**src/rtl/sprite_mover_if.sv**
```systemverilog
// Signal bundle between the frame/tick sources and the sprite mover.
interface sprite_mover_if;
    logic       tick;
    logic       run;
    logic       vblank;
    logic [9:0] x_pos;
    logic [9:0] y_pos;
    logic       dir_x;
    logic       dir_y;
    logic       bounce;
    logic       overrun;

    modport master (
        output tick, run, vblank,
        input  x_pos, y_pos, dir_x, dir_y, bounce, overrun
    );

    modport slave (
        input  tick, run, vblank,
        output x_pos, y_pos, dir_x, dir_y, bounce, overrun
    );
endinterface

```
**src/rtl/sprite_mover.sv**
```systemverilog
// Bouncing sprite position: a tick requests one step, applied one cycle after the next vblank.
// No backpressure: requests coalesce while pending, the sticky overrun flag records the excess.
module sprite_mover #(
    parameter int SCREEN_W = 640,
    parameter int SCREEN_H = 480,
    parameter int SPR_W    = 16,
    parameter int SPR_H    = 16,
    parameter int STEP_X   = 2,
    parameter int STEP_Y   = 2,
    parameter int INIT_X   = 0,
    parameter int INIT_Y   = 0
) (
    input logic           clk,
    input logic           reset,
    sprite_mover_if.slave bus
);
    localparam int LIM_X = SCREEN_W - SPR_W;
    localparam int LIM_Y = SCREEN_H - SPR_H;

    typedef enum logic [1:0] {IDLE, PENDING, UPDATE} state_t;

    state_t     state_q;
    logic [9:0] x_q, y_q;
    logic       dir_x_q, dir_y_q, bounce_q, overrun_q;

    logic [9:0] x_d, y_d;
    logic       dir_x_d, dir_y_d, bounce_x, bounce_y;

    // One axis step, returns {reflected, new_dir, new_pos}; 11-bit compares avoid wrap.
    function automatic logic [11:0] axis_next(input logic [9:0] pos, input logic dir,
                                              input int step, input int lim);
        logic [10:0] pos_ext;
        pos_ext = {1'b0, pos};
        if (dir) begin
            if (pos_ext + 11'(step) >= 11'(lim))
                axis_next = {1'b1, 1'b0, 10'(lim)};
            else
                axis_next = {1'b0, 1'b1, pos + 10'(step)};
        end else begin
            if (pos_ext <= 11'(step))
                axis_next = {1'b1, 1'b1, 10'd0};
            else
                axis_next = {1'b0, 1'b0, pos - 10'(step)};
        end
    endfunction

    always_comb begin
        {bounce_x, dir_x_d, x_d} = axis_next(x_q, dir_x_q, STEP_X, LIM_X);
        {bounce_y, dir_y_d, y_d} = axis_next(y_q, dir_y_q, STEP_Y, LIM_Y);
    end

    always_ff @(posedge clk) begin
        if (reset) begin
            state_q   <= IDLE;
            x_q       <= 10'(INIT_X);
            y_q       <= 10'(INIT_Y);
            dir_x_q   <= 1'b1;
            dir_y_q   <= 1'b1;
            bounce_q  <= 1'b0;
            overrun_q <= 1'b0;
        end else begin
            bounce_q <= 1'b0;
            case (state_q)
                IDLE: begin
                    // A vblank coinciding with the tick is deliberately not used.
                    if (bus.tick && bus.run)
                        state_q <= PENDING;
                end
                PENDING: begin
                    if (bus.tick && bus.run)
                        overrun_q <= 1'b1;
                    if (!bus.run)
                        state_q <= IDLE;
                    else if (bus.vblank)
                        state_q <= UPDATE;
                end
                UPDATE: begin
                    x_q      <= x_d;
                    y_q      <= y_d;
                    dir_x_q  <= dir_x_d;
                    dir_y_q  <= dir_y_d;
                    bounce_q <= bounce_x | bounce_y;
                    state_q  <= IDLE;
                end
                default: state_q <= IDLE;
            endcase
        end
    end

    assign bus.x_pos   = x_q;
    assign bus.y_pos   = y_q;
    assign bus.dir_x   = dir_x_q;
    assign bus.dir_y   = dir_y_q;
    assign bus.bounce  = bounce_q;
    assign bus.overrun = overrun_q;
endmodule
```
**src/flat_wrapper.sv**
```systemverilog
// flat-port wrapper written by rule: the top's interface ports become plain ports
module sprite_mover_flat 
#(
    parameter int SCREEN_W = 640,
    parameter int SCREEN_H = 480,
    parameter int SPR_W    = 16,
    parameter int SPR_H    = 16,
    parameter int STEP_X   = 2,
    parameter int STEP_Y   = 2,
    parameter int INIT_X   = 0,
    parameter int INIT_Y   = 0
)
  (clk, reset, bus_tick, bus_run, bus_vblank, bus_x_pos, bus_y_pos, bus_dir_x, bus_dir_y, bus_bounce, bus_overrun);
  sprite_mover_if bus_i ();
  input logic clk;
  input logic reset;
  input wire logic [$bits(bus_i.tick)-1:0] bus_tick;
  input wire logic [$bits(bus_i.run)-1:0] bus_run;
  input wire logic [$bits(bus_i.vblank)-1:0] bus_vblank;
  output wire logic [$bits(bus_i.x_pos)-1:0] bus_x_pos;
  output wire logic [$bits(bus_i.y_pos)-1:0] bus_y_pos;
  output wire logic [$bits(bus_i.dir_x)-1:0] bus_dir_x;
  output wire logic [$bits(bus_i.dir_y)-1:0] bus_dir_y;
  output wire logic [$bits(bus_i.bounce)-1:0] bus_bounce;
  output wire logic [$bits(bus_i.overrun)-1:0] bus_overrun;
  assign bus_i.tick = bus_tick;
  assign bus_i.run = bus_run;
  assign bus_i.vblank = bus_vblank;
  assign bus_x_pos = bus_i.x_pos;
  assign bus_y_pos = bus_i.y_pos;
  assign bus_dir_x = bus_i.dir_x;
  assign bus_dir_y = bus_i.dir_y;
  assign bus_bounce = bus_i.bounce;
  assign bus_overrun = bus_i.overrun;
  sprite_mover #(.SCREEN_W(SCREEN_W), .SCREEN_H(SCREEN_H), .SPR_W(SPR_W), .SPR_H(SPR_H), .STEP_X(STEP_X), .STEP_Y(STEP_Y), .INIT_X(INIT_X), .INIT_Y(INIT_Y)) u_core (.clk(clk), .reset(reset), .bus(bus_i));
endmodule
```
**config.mk**
```make
export PLATFORM = sky130hd
export DESIGN_NAME = sprite_mover_flat
export DESIGN_NICKNAME = d
export VERILOG_FILES = /design/src/rtl/sprite_mover_if.sv /design/src/rtl/sprite_mover.sv /design/src/flat_wrapper.sv
export SDC_FILE = /design/constraint.sdc
export NUM_CORES = 1
export LEC_CHECK = 0
export ABC_AREA = 1
export CORE_UTILIZATION = 58
export DETAILED_ROUTE_END_ITERATION = 10
export PLACE_DENSITY_LB_ADDON = 0.1
export REMOVE_ABC_BUFFERS = 1
export SLEW_MARGIN = 40
export SYNTH_ARGS = -nofsm -noshare
export SYNTH_HDL_FRONTEND = slang
export SYNTH_SLANG_ARGS = --single-unit
export TNS_END_PERCENT = 5
```
**constraint.sdc**
```tcl
create_clock -name clk -period 2.97 [get_ports clk]
set_input_delay 0.4455 -clock clk [delete_from_list [all_inputs] [get_ports clk]]
set_output_delay 0.4455 -clock clk [all_outputs]
set_load 0.05 [all_outputs]
```
* Word-level counts from Yosys, hierarchy flattened *
Index checks and enable logic that the tools add are counted.

operators by class
  $add $sub $neg = 6
  order comparisons = 4
  equality and inequality tests = 4
  muxes and demuxes = 10
  bitwise operators = 2
  reduce and logical (&&, ||, !) cells = 5

operators by type and width
  cell                   count
  $mux 12                6
  $add 10x2->11 const B  2
  $add 10x2->10 const B  2
  $le 10x2->1 const B    2
  $sub 10x2->10 const B  2
  $ge 11x10->1 const B   1
  $ge 11x9->1 const B    1
  $mux 2                 3
  $pmux 2 s2             1
  $reduce_and 2->1       2
  $ne 3x3->1 const B     1
  $eq 2x1->1 const B     1
  $eq 2x2->1 const B     1
  $logic_not 2->1        1
  $ne 2x1->1 const B     1
  $reduce_or 2->1        1
  $logic_and 1x1->1      1
  $not 1->1              1
  $or 1x1->1             1

storage, ports and cells
  register bits = 26
  input port bits = 5
  output and inout bits = 24
  word-level logic and storage cells = 38

* Depth between registers and ports, before layout *
  depth after elaboration = 5
  depth in mapped cells = 13
  gate-level depth less buffers = 13

* Least setup slack after synthesis *
Ideal clock, no wire load.

  kind = reg2reg
  start = register u_core.x_q[1], in the netlist u_core.bus.x_pos[1]
  end = register u_core.dir_x_q, in the netlist u_core.bus.dir_x
  setup time = 134 ps
  data arrival time = 1878 ps
  required time = 2836 ps
  path slack = 958 ps
  stages on the path, launching flop included = 10
  buffers on the path = 0
  period minus slack after synthesis = 2012 ps
  cells stage by stage = dfxtp_1 ha_1 nand2_1 nor2_2 nand3_1 xor2_1 nand2_2 nand2_2 o21ai_0 o211ai_1

on the way
  word-level cells in the longest chain between the ends = 4
  elaborated cells between the ends (all ways) = 6
  classes of those cells = 1 x add/sub; 2 x order compare; 3 x mux

RTL lines
  item                      RTL line            text
  start: declaration        sprite_mover.sv:23  logic [9:0] x_q, y_q;
  start signal: assignment  sprite_mover.sv:55  x_q <= 10'(INIT_X);
  $add 10x2->11             sprite_mover.sv:35  if (pos_ext + 11'(step) >= 11'(lim))
  $ge 11x10->1              sprite_mover.sv:35
  $mux 12                   sprite_mover.sv:35
  $mux 12 (*)               sprite_mover.sv:34  if (dir) begin
  end signal: assignment    sprite_mover.sv:80  dir_x_q <= dir_x_d;
  end: declaration          sprite_mover.sv:24  logic dir_x_q, dir_y_q, bounce_q, overrun_q;

Every way passes the cells marked *; elsewhere a longest branch is shown, timed or not.
A chain may end at the register's enable or synchronous reset.

* Worst setup path after layout *
  start = register u_core.y_q[5], in the netlist u_core.bus.y_pos[5]
  end = output port bus_y_pos[5]

RTL lines
  item                      RTL line            text
  start: declaration        sprite_mover.sv:23
  start signal: assignment  sprite_mover.sv:56  y_q <= 10'(INIT_Y);
  start signal: assignment  sprite_mover.sv:79  y_q <= y_d;
  end: declaration          flat_wrapper.sv:21  output wire logic [$bits(bus_i.y_pos)-1:0] bus_y_pos;

No word-level cell between the ends.

==> summary.txt <==
outcome = completed
total congestion overflow = 0
EDFF count, synth = 0
core area = 3050 µm²
Bufs on Longest Clock Path = 2
Tmin final = 2.21 ns
CTS tree = done
peak supply drop = 0.000302 V
fin crit share = 74.2%
antenna violations before repair = 0
Worst Path Max Fanout = 10
most numerous cell in the Yosys netlist = nand2_1
Rel. slew slack = 62.9%
Initial Util = 61.5%
sequential cell area = 480 µm²
total inserted antenna cells = 0
cts repair resizes = 0
Hold Buf Count CTS = 0
DIE HEIGHT = 58.9 µm
Die W = 58.9 µm
Fillers = 287
crit-path cells = clkdlybuf4s50_1
share of the synthesized area in the top cell type = 25.6%
synthesized cell area = 1880 µm²
CP Data Required Time = 2.52 ns
final hold viol count = 0
Hold Path Class = reg2reg
Setup WS pre-CTS = 1.08 ns
final worst setup slack = 0.765 ns
clock-pin slew on the worst setup and hold paths = 0.13 ns
delay-heaviest family, CP = buffers and inverters
CTS H-tree lvls = 1
GRT Util Overall = 28.4%
most frequent cells after synthesis = nand2_1, nor2_1, inv_1
global-route wire length before repair = 7600 µm
vias = 2012
TNS Setup = 0 ns
Yosys reg bits = 24
largest net degree at the start of global routing = 23
Pre-antenna DRT Iters = 5
latest clock arrival within the worst-skew pair = 0.31 ns
Post-DP HPWL = 3450 µm
fin nets = 344
via/cell ratio = 5.35
final setup violation count = 0
final core utilization = 71.1%
fraction of layout cells with a size suffix above 1 = 5.72%
Yosys top cell by area = dfxtp_1
dominant cells by area after synthesis = dfxtp_1, nand2_1, nor2_1
critical path startpoint category = register
critical path class = reg2out
max-slew violation count = 0
CP max-delay cell = clkdlybuf4s50_1
DRC viols = 0
RSZ-0062 raised after global routing = no
ys flop type = dfxtp_1
num ports = 29
Setup Skew = 0.00443 ns
Post-Route WL = 4550 µm
worst path bufs/invs = 1
Yosys warning count = 0
Non-Filler Cell Area, Final = 2170 µm²
fmax = 0.453 GHz
worst path arrival time = 1.76 ns
Layout area overhead = 15.7%
Worst path max stage delay = 0.88 ns
Power Dens Cells = 268 nW/µm²
cells after synthesis = 313
setup fix buffers added after clock tree synthesis = 0
placed cell count = 372
asr flop ratio synth = 0%
die area = 3470 µm²
worst-margin pin slew = 0.553 ns
Iteration-0 DRC Markers = 157
Root Buffer = clkbuf_4
IO Port Bufs = 26
sequential cell area fraction in the yosys report = 25.6%
clk sinks = 24
vias in the first global route = 1673
area occupied by multi-input gates = 1180 µm²
CP Capture Type = primary output
Mapped Avg Cell Area = 6.00 µm²
Leak Pwr = 1.00 nW
TritonCTS Buffers = 3
Max Cap Violations = 0
row count = 20
DP Area = 2140 µm²
non-filler cells, final = 376
global placement routability congestion = 0.921
Final ANT Viol Nets = 0
post-synth cell types = 29
routed wire length per instance = 12.1 µm
[power breakdown]
part           switching, mW  internal [mW]  total, mW
Combinational         0.0513         0.0274     0.0786
Clock                 0.0966         0.0749      0.172
Sequential           0.00658          0.326      0.333
Total                  0.155          0.428      0.583
[layout by cell type, fill, tap and decap left out]
| cell type | n |
|---|---|
| a211oi_1 | 1 |
| a21oi_1 | 25 |
| a221oi_1 | 1 |
| a31oi_1 | 3 |
| buf_4 | 1 |
| clkbuf_4 | 3 |
| clkbuf_8 | 1 |
| clkdlybuf4s50_1 | 26 |
| clkinv_1 | 1 |
| conb_1 | 2 |
| dfxtp_1 | 24 |
| ha_1 | 6 |
| inv_1 | 38 |
| inv_2 | 2 |
| nand2_1 | 58 |
| nand2_2 | 4 |
| nand3_1 | 26 |
| nand3_2 | 2 |
| nand4_1 | 3 |
| nor2_1 | 50 |
| nor2_2 | 5 |
| nor3_1 | 6 |
| o211ai_1 | 1 |
| o21ai_0 | 22 |
| o21ai_1 | 5 |
| o21ai_2 | 1 |
| o22ai_1 | 3 |
| o2bb2ai_1 | 1 |
| xnor2_1 | 2 |
| xor2_1 | 9 |
[flip-flops by register name, summed over array words and instances (netlist names)]
| signal | cells |
|---|---|
| u_core.bus.dir_y | 1 |
| u_core.bus.bounce | 1 |
| u_core.state_q | 2 |
| u_core.bus.y_pos | 9 |
| u_core.bus.overrun | 1 |
| u_core.bus.x_pos | 9 |
| u_core.bus.dir_x | 1 |
[worst paths after layout]
kind / start / endpoint / slack, ns / cells past startpoint
worst max register to register: u_core.bus.y_pos[1] / u_core.bus.dir_y / 1.08 / 12
worst min register to register: u_core.bus.overrun / u_core.bus.overrun / 0.51 / 2
worst min-delay path: u_core.bus.overrun / u_core.bus.overrun / 0.51 / 2
worst max-delay path: u_core.bus.y_pos[5] / bus_y_pos[5] / 0.76 / 1
[metrics by stage]
step | power (mW) | hold WS [ns]
after floorplan | 0.394 | 0.489
after global placement | 0.417 | 0.470
after detailed placement | 0.417 | 0.480
after CTS | 0.586 | 0.518
after global routing | 0.610 | 0.557
final | 0.583 | 0.506
[kinds of logic after synthesis]
kind of cell             share of synthesized area [%]
AO/OA/AOI/OAI                                     18.1
flip-flops                                        25.6
adder cells (fa/ha/maj)                           4.00
buffers and inverters                             11.9
XOR/XNOR                                          5.13
AND/OR/NAND/NOR                                   35.2
other                                            0.200
[per-layer routing]
layer  global-route usage [%]  up-vias  share of wire [%]
li1                         -     1047                  -
met1                     42.0      873                 48
met2                     41.6       90                 42
met5                        0        -                  0
met4                     5.44        0               0.53
met3                     7.25        2                9.7
[cell type report]
class / count / area share, %
multi-input cells: 236 / 54.3
flip-flops and latches: 24 / 22.1
repair buffers: 27 / 12.3
inverters: 41 / 7.09
well taps: 44 / 2.53
clock buffers: 4 / 1.67
Note: power is estimated with default switching activity, not from simulation.
